--- src/rtl/histogram_stream.sv ---
// histogram_stream: streaming histogrammer with a mix of wide and narrow saturating bins.
// Samples are binned by a bit field of data_in while IDLE. A dump, started by dump_req or by
// hitting a saturated bin with auto_dump_en set, streams every bin out in index order over a
// ready/valid port and clears each bin as its beat is accepted.
//
// Ports:
//   clk, rst_n            clock, synchronous active-low reset
//   data_in, in_valid     sample input; in_ready is high exactly while IDLE
//   dump_req              request a full dump (pulse)
//   auto_dump_en          1: saturating sample triggers a dump; 0: sample discarded, sat_flag set
//   out_data, out_bin     bin count (zero-extended) and its index
//   out_valid, out_ready  output handshake; out_last marks bin NUM_BINS-1
//   sat_flag              sticky discard indicator, cleared when a dump completes
module histogram_stream #(
  parameter int unsigned DATA_W    = 16,
  parameter int unsigned IDX_LSB   = 0,
  parameter int unsigned IDX_W     = 6,
  parameter int unsigned WIDE_BINS = 10,
  parameter int unsigned WIDE_W    = 8,
  parameter int unsigned NARROW_W  = 4
) (
  input  logic              clk,
  input  logic              rst_n,
  input  logic [DATA_W-1:0] data_in,
  input  logic              in_valid,
  output logic              in_ready,
  input  logic              dump_req,
  input  logic              auto_dump_en,
  output logic [WIDE_W-1:0] out_data,
  output logic [IDX_W-1:0]  out_bin,
  output logic              out_valid,
  input  logic              out_ready,
  output logic              out_last,
  output logic              sat_flag
);

  localparam int unsigned NUM_BINS = 2 ** IDX_W;
  localparam logic [IDX_W-1:0] LastBin = IDX_W'(NUM_BINS - 1);

  typedef enum logic {StIdle, StDump} state_e;

  state_e state_q, state_d;

  logic [IDX_W-1:0]  idx;
  logic [IDX_W-1:0]  ptr_q, ptr_d;
  logic [IDX_W-1:0]  pend_idx_q, pend_idx_d;
  logic              pend_q, pend_d;
  logic              sat_q, sat_d;
  logic [WIDE_W-1:0] rd [NUM_BINS];
  logic [NUM_BINS-1:0] at_max;
  logic              accept, tgt_sat, trig_sat, discard, beat, last_beat;

  // Only the index field of the sample matters; the rest is deliberately ignored.
  logic unused_data;
  assign unused_data = ^data_in;

  assign idx       = data_in[IDX_LSB +: IDX_W];
  assign accept    = in_valid && in_ready;
  assign tgt_sat   = at_max[idx];
  assign trig_sat  = accept && tgt_sat && auto_dump_en;
  assign discard   = accept && tgt_sat && !auto_dump_en;
  assign beat      = out_valid && out_ready;
  assign last_beat = beat && (ptr_q == LastBin);

  // Per-bin counters, each sized to its own width.
  for (genvar i = 0; i < NUM_BINS; i++) begin : g_bin
    localparam int unsigned W = (i < WIDE_BINS) ? WIDE_W : NARROW_W;
    logic [W-1:0] cnt_q, cnt_d;

    always_comb begin
      cnt_d = cnt_q;
      if (accept && !tgt_sat && (idx == IDX_W'(i))) cnt_d = cnt_q + W'(1);
      if (beat && (ptr_q == IDX_W'(i)))             cnt_d = '0;
      // Pending sample lands on the closing edge, overriding the clear of the last bin.
      if (last_beat && pend_q && (pend_idx_q == IDX_W'(i))) cnt_d = W'(1);
    end

    always_ff @(posedge clk) begin
      if (!rst_n) cnt_q <= '0;
      else        cnt_q <= cnt_d;
    end

    assign at_max[i] = &cnt_q;
    assign rd[i]     = WIDE_W'(cnt_q);
  end

  // State register
  always_ff @(posedge clk) begin
    if (!rst_n) state_q <= StIdle;
    else        state_q <= state_d;
  end

  // Next-state logic
  always_comb begin
    state_d = state_q;
    unique case (state_q)
      StIdle:  if (trig_sat || dump_req) state_d = StDump;
      StDump:  if (last_beat)            state_d = StIdle;
      default: state_d = StIdle;
    endcase
  end

  // Outputs
  always_comb begin
    in_ready  = (state_q == StIdle);
    out_valid = (state_q == StDump);
    out_bin   = ptr_q;
    out_data  = rd[ptr_q];
    out_last  = out_valid && (ptr_q == LastBin);
    sat_flag  = sat_q;
  end

  // Pointer, pending sample and sticky flag
  always_comb begin
    // Pointer wraps to 0 naturally after the last bin.
    ptr_d      = beat ? ptr_q + IDX_W'(1) : ptr_q;
    pend_d     = pend_q;
    pend_idx_d = pend_idx_q;
    sat_d      = sat_q;
    if (trig_sat) begin
      pend_d     = 1'b1;
      pend_idx_d = idx;
    end else if (last_beat) begin
      pend_d = 1'b0;
    end
    if (discard)        sat_d = 1'b1;
    else if (last_beat) sat_d = 1'b0;
  end

  always_ff @(posedge clk) begin
    if (!rst_n) begin
      ptr_q      <= '0;
      pend_q     <= 1'b0;
      pend_idx_q <= '0;
      sat_q      <= 1'b0;
    end else begin
      ptr_q      <= ptr_d;
      pend_q     <= pend_d;
      pend_idx_q <= pend_idx_d;
      sat_q      <= sat_d;
    end
  end

endmodule

--- config.mk ---
export PLATFORM = sky130hd
export DESIGN_NAME = histogram_stream
export DESIGN_NICKNAME = d
export VERILOG_FILES = /design/src/rtl/histogram_stream.sv
export SDC_FILE = /design/constraint.sdc
export NUM_CORES = 1
export LEC_CHECK = 0
export CAP_MARGIN = 40
export CORE_ASPECT_RATIO = 0.75
export CORE_MARGIN = 10
export CORE_UTILIZATION = 40
export DETAILED_ROUTE_END_ITERATION = 6
export PLACE_DENSITY = 0.55
export SYNTH_ARGS = -nofsm -noshare
export SYNTH_HDL_FRONTEND = slang
export SYNTH_SLANG_ARGS = --single-unit
--- constraint.sdc ---
create_clock -name clk -period 5.3 [get_ports clk]
set_input_delay 0.53 -clock clk [delete_from_list [all_inputs] [get_ports clk]]
set_output_delay 0.53 -clock clk [all_outputs]
set_load 0.03 [all_outputs]
==> metrics.md <==
| Metric | Value |
|---|---|
| Cell repeated most along the worst path | mux4_2 |
| CP arrival | 4.05 ns |
| Clock transition at path regs | 0.07 ns |
| MaxCap Viol Count | 0 |
| Critical Path, Cell by Cell | buf_12 > mux4_2 > mux4_2 > mux4_2 > clkdlybuf4s50_1 |
| Largest net degree at the start of global routing | 56 |
| Num CTS Buffers | 36 |
| Req. time, crit path | 4.77 ns |
| CTS max path bufs | 3 |
| Clk_lat worst skew | approximately 0.54 ns |
| GRT met2 Usage | 0.347 |
| Antenna violations before repair | 5 |
| Pint | ~4 mW |
| Yosys top cell by area | dfxtp_1 |
| # fillers | about 4400 |
| # hold bufs at CTS | 0 |
| Worst stage delay on the critical path | 0.84 ns |
| Num ports | 40 |
| Count leader, synth | dfxtp_1 |
| CP Capture Type | primary output |
| Final worst-path cycle share | 0.865 |
| Cells after Synth | just over 2000 |
| Slew HR | 0.349 |
| Vias | between 15000 and 20000 |
| Switch share | 0.268 |
| Mean post-synth cell area | between 9 and 10 um2 |
| Core Util, Final | 0.463 |
| Port-buffer cells | 29 |
| Placed Area | approximately 20000 um2 |
| Asr flop ratio synth | 0 |
| DRT antenna net count | 0 |
| Layout area overhead | 14.2% |
| TritonCTS clock tree | built |
| Floorplan core area | approximately 46000 um2 |
| Chip width | 270 um |
| Synthesized flop and latch total | between 300 and 400 |
| Count of cell types in the netlist | 60 |
| Hold endpoint | g_bin[45].cnt_q[1] |
| Minimum clock period after layout | approximately 4.6 ns |
| Met1 Use GR | 0.366 |
| Logic pwr share | 0.097 |
| Tot Pwr | ~5.5 mW |
| Hold depth | 2 |
| WL final | roughly 76000 um |
| Synth top area share | 0.333 |
| GRT Util Overall | 0.261 |
| Initial DRC count | between 2000 and 2500 |
| # nets final | around 2200 |
| Clock sink count | roughly 310 |
| P_sw | between 1 and 1.5 mW |
| Vias in the first global route | between 15000 and 20000 |
| Status | complete, no violations |
| Min-delay src | g_bin[45].cnt_q[1] |
| Total negative slack | 0 ns |
| Hold WC Path Type | reg -> reg |
| VDD IR max | 0.220 mV |
| Final Cell Area | around 21000 um2 |
| Met3 track utilization from global routing | 0.0967 |
| Drt drc | 0 |
| Syn_nets | 2125 |
| Busiest layer in global routing | met1 |
| RSZ-0062 raised after global routing | false |
| Routed len/inst | 27.6 um |
| Cell Area, Synth | around 19000 um2 |
| Final Hold Viols | 0 |
| Flop2flop setup slack | 1.38 ns |
| Crit path kind | reg -> out |
| Global route total overflow | 0 |
| Worst Tran Pin Value | a little under 1 ns |
| Critical Path Slowest Stage Cell | dfxtp_4 |
| Sequential share of power | 0.433 |
| Crit path max fanout | 35 |
| Synth cell count leaders | 311 x dfxtp_1, 204 x nor2_1, 150 x xor2_1 |
| Top_reg_cell synth | dfxtp_1 |
| CTS Root Buffer Type | clkbuf_16 |
| Final setup skew | 0.0202 ns |
| Max Clock Freq | 218 MHz |
| YS warnings | 0 |
| Wire length of the first global-routing pass | approximately 110000 um |
| Initial Util | 0.405 |
| Pwr dens | 256 nW/um2 |
| Register area share after synthesis | 0.333 |
| Post-DP HPWL | approximately 56000 um |
| Startpoint types | register |
| Clock Power Share | 0.470 |
| Post-CTS sizing | 0 |
| Depth of the most critical reg-to-reg path | 8 |
| Area of the die | 55900 um2 |
| Gpl congestion | 0.994 |
| DRT Pass-1 Iters | 7 |
| # setup viols final | 0 |
| Via density | between 6 and 7 |
| LEAKAGE | 7.78 nW |
| Reg-to-Reg Start | out_bin[0] |
| Reg2reg end | g_bin[5].cnt_q[4] |
| CTS H-Tree Depth | 2 |
| Post-synth EDFFs | 0 |
| Max-slew violation count | 0 |
| Setup repair bufs after CTS | 0 |
| Share of layout cells above drive strength 1 | 0.148 |
| Die H | between 200 and 250 um |
| Synth top area cells | dfxtp_1 33%, mux4_2 11%, xor2_1 7.0% |
| Rows | 68 |
per-stage QoR:
step                      std cells  hold slack, ns  setup slack [ns]
after CTS                      2748           0.489             0.736
after floorplan                2035           0.450              1.77
after detailed placement       2687           0.480             0.785
after global routing           2749           0.517             0.641
after global placement         2679           0.475             0.781
final                          2749           0.496             0.717
worst max-delay path, delay by kind of cell (launching register included):
kind	cells	cell delay (ns)
multiplexers	3	1.68
buffers and inverters	2	0.94
flip-flops	1	0.84
layout make-up:
class	instances	area, um2	area share
clock inverter	9	123	0.00574
timing repair buffer	131	1180	0.0552
sequential	311	6230	0.292
multi-input combinational	1604	11900	0.559
inverter	11	41.3	0.00193
tap	630	788	0.0369
clock buffer	52	1040	0.0489
antenna	1	2.50	0.000117
how the worst max path moves through the flow:
| stage | slack (ns) | cells after the start | end | start |
|---|---|---|---|---|
| after CTS | 0.74 | 5 | out_data[0] | out_bin[0] |
| after global routing | 0.64 | 5 | out_data[3] | out_bin[0] |
| after global placement | 0.78 | 11 | pend_idx_q[3] | data_in[0] |
| after floorplan | 1.77 | 6 | out_data[1] | out_bin[0] |
| after detailed placement | 0.78 | 12 | sat_flag | data_in[1] |
| final | 0.72 | 5 | out_data[0] | out_bin[0] |
power by group through the flow:
stage               clock (mW)  sequential, mW  combinational [mW]
floorplan                    0            2.40               0.314
global placement             0            2.42               0.507
detailed placement           0            2.42               0.510
CTS                       2.61            2.37               0.512
global route              2.69            2.37               0.548
finish                    2.57            2.37               0.532
per-layer routing:
| metal | wire length, um | share of wire |
|---|---|---|
| met5 | 145 | 0.0019 |
| met4 | 3560 | 0.047 |
| met3 | 10200 | 0.13 |
| met2 | 29400 | 0.39 |
| met1 | 32600 | 0.43 |
cell families after synthesis:
| logic type | share of synthesized area |
|---|---|
| simple gates | 0.167 |
| compound gates | 0.214 |
| flops | 0.333 |
| xor+xnor | 0.0721 |
| mux | 0.138 |
| buf+inv | 0.0304 |
| fa+ha+maj | 0.0455 |
sequential cells by signal, indices dropped and copies added, names as in the netlist:
register     flops
out_bin          6
sat_flag         1
pend_idx_q       6
pend_q           1
g_bin.cnt_q    296
out_valid        1
placed cells by master (no fill, tap or decap), types with 38 or more instances in the layout:
master	instances
o22ai_1	68
ha_1	68
o21ai_0	133
buf_4	90
mux4_2	92
nand2_1	119
clkbuf_16	38
nor2_1	204
o211ai_1	40
mux2i_1	50
xor2_1	150
a21oi_1	107
dfxtp_1	308
or3_1	49
nand3_1	104
o211ai_2	40
(Power assumes the default switching activity.)
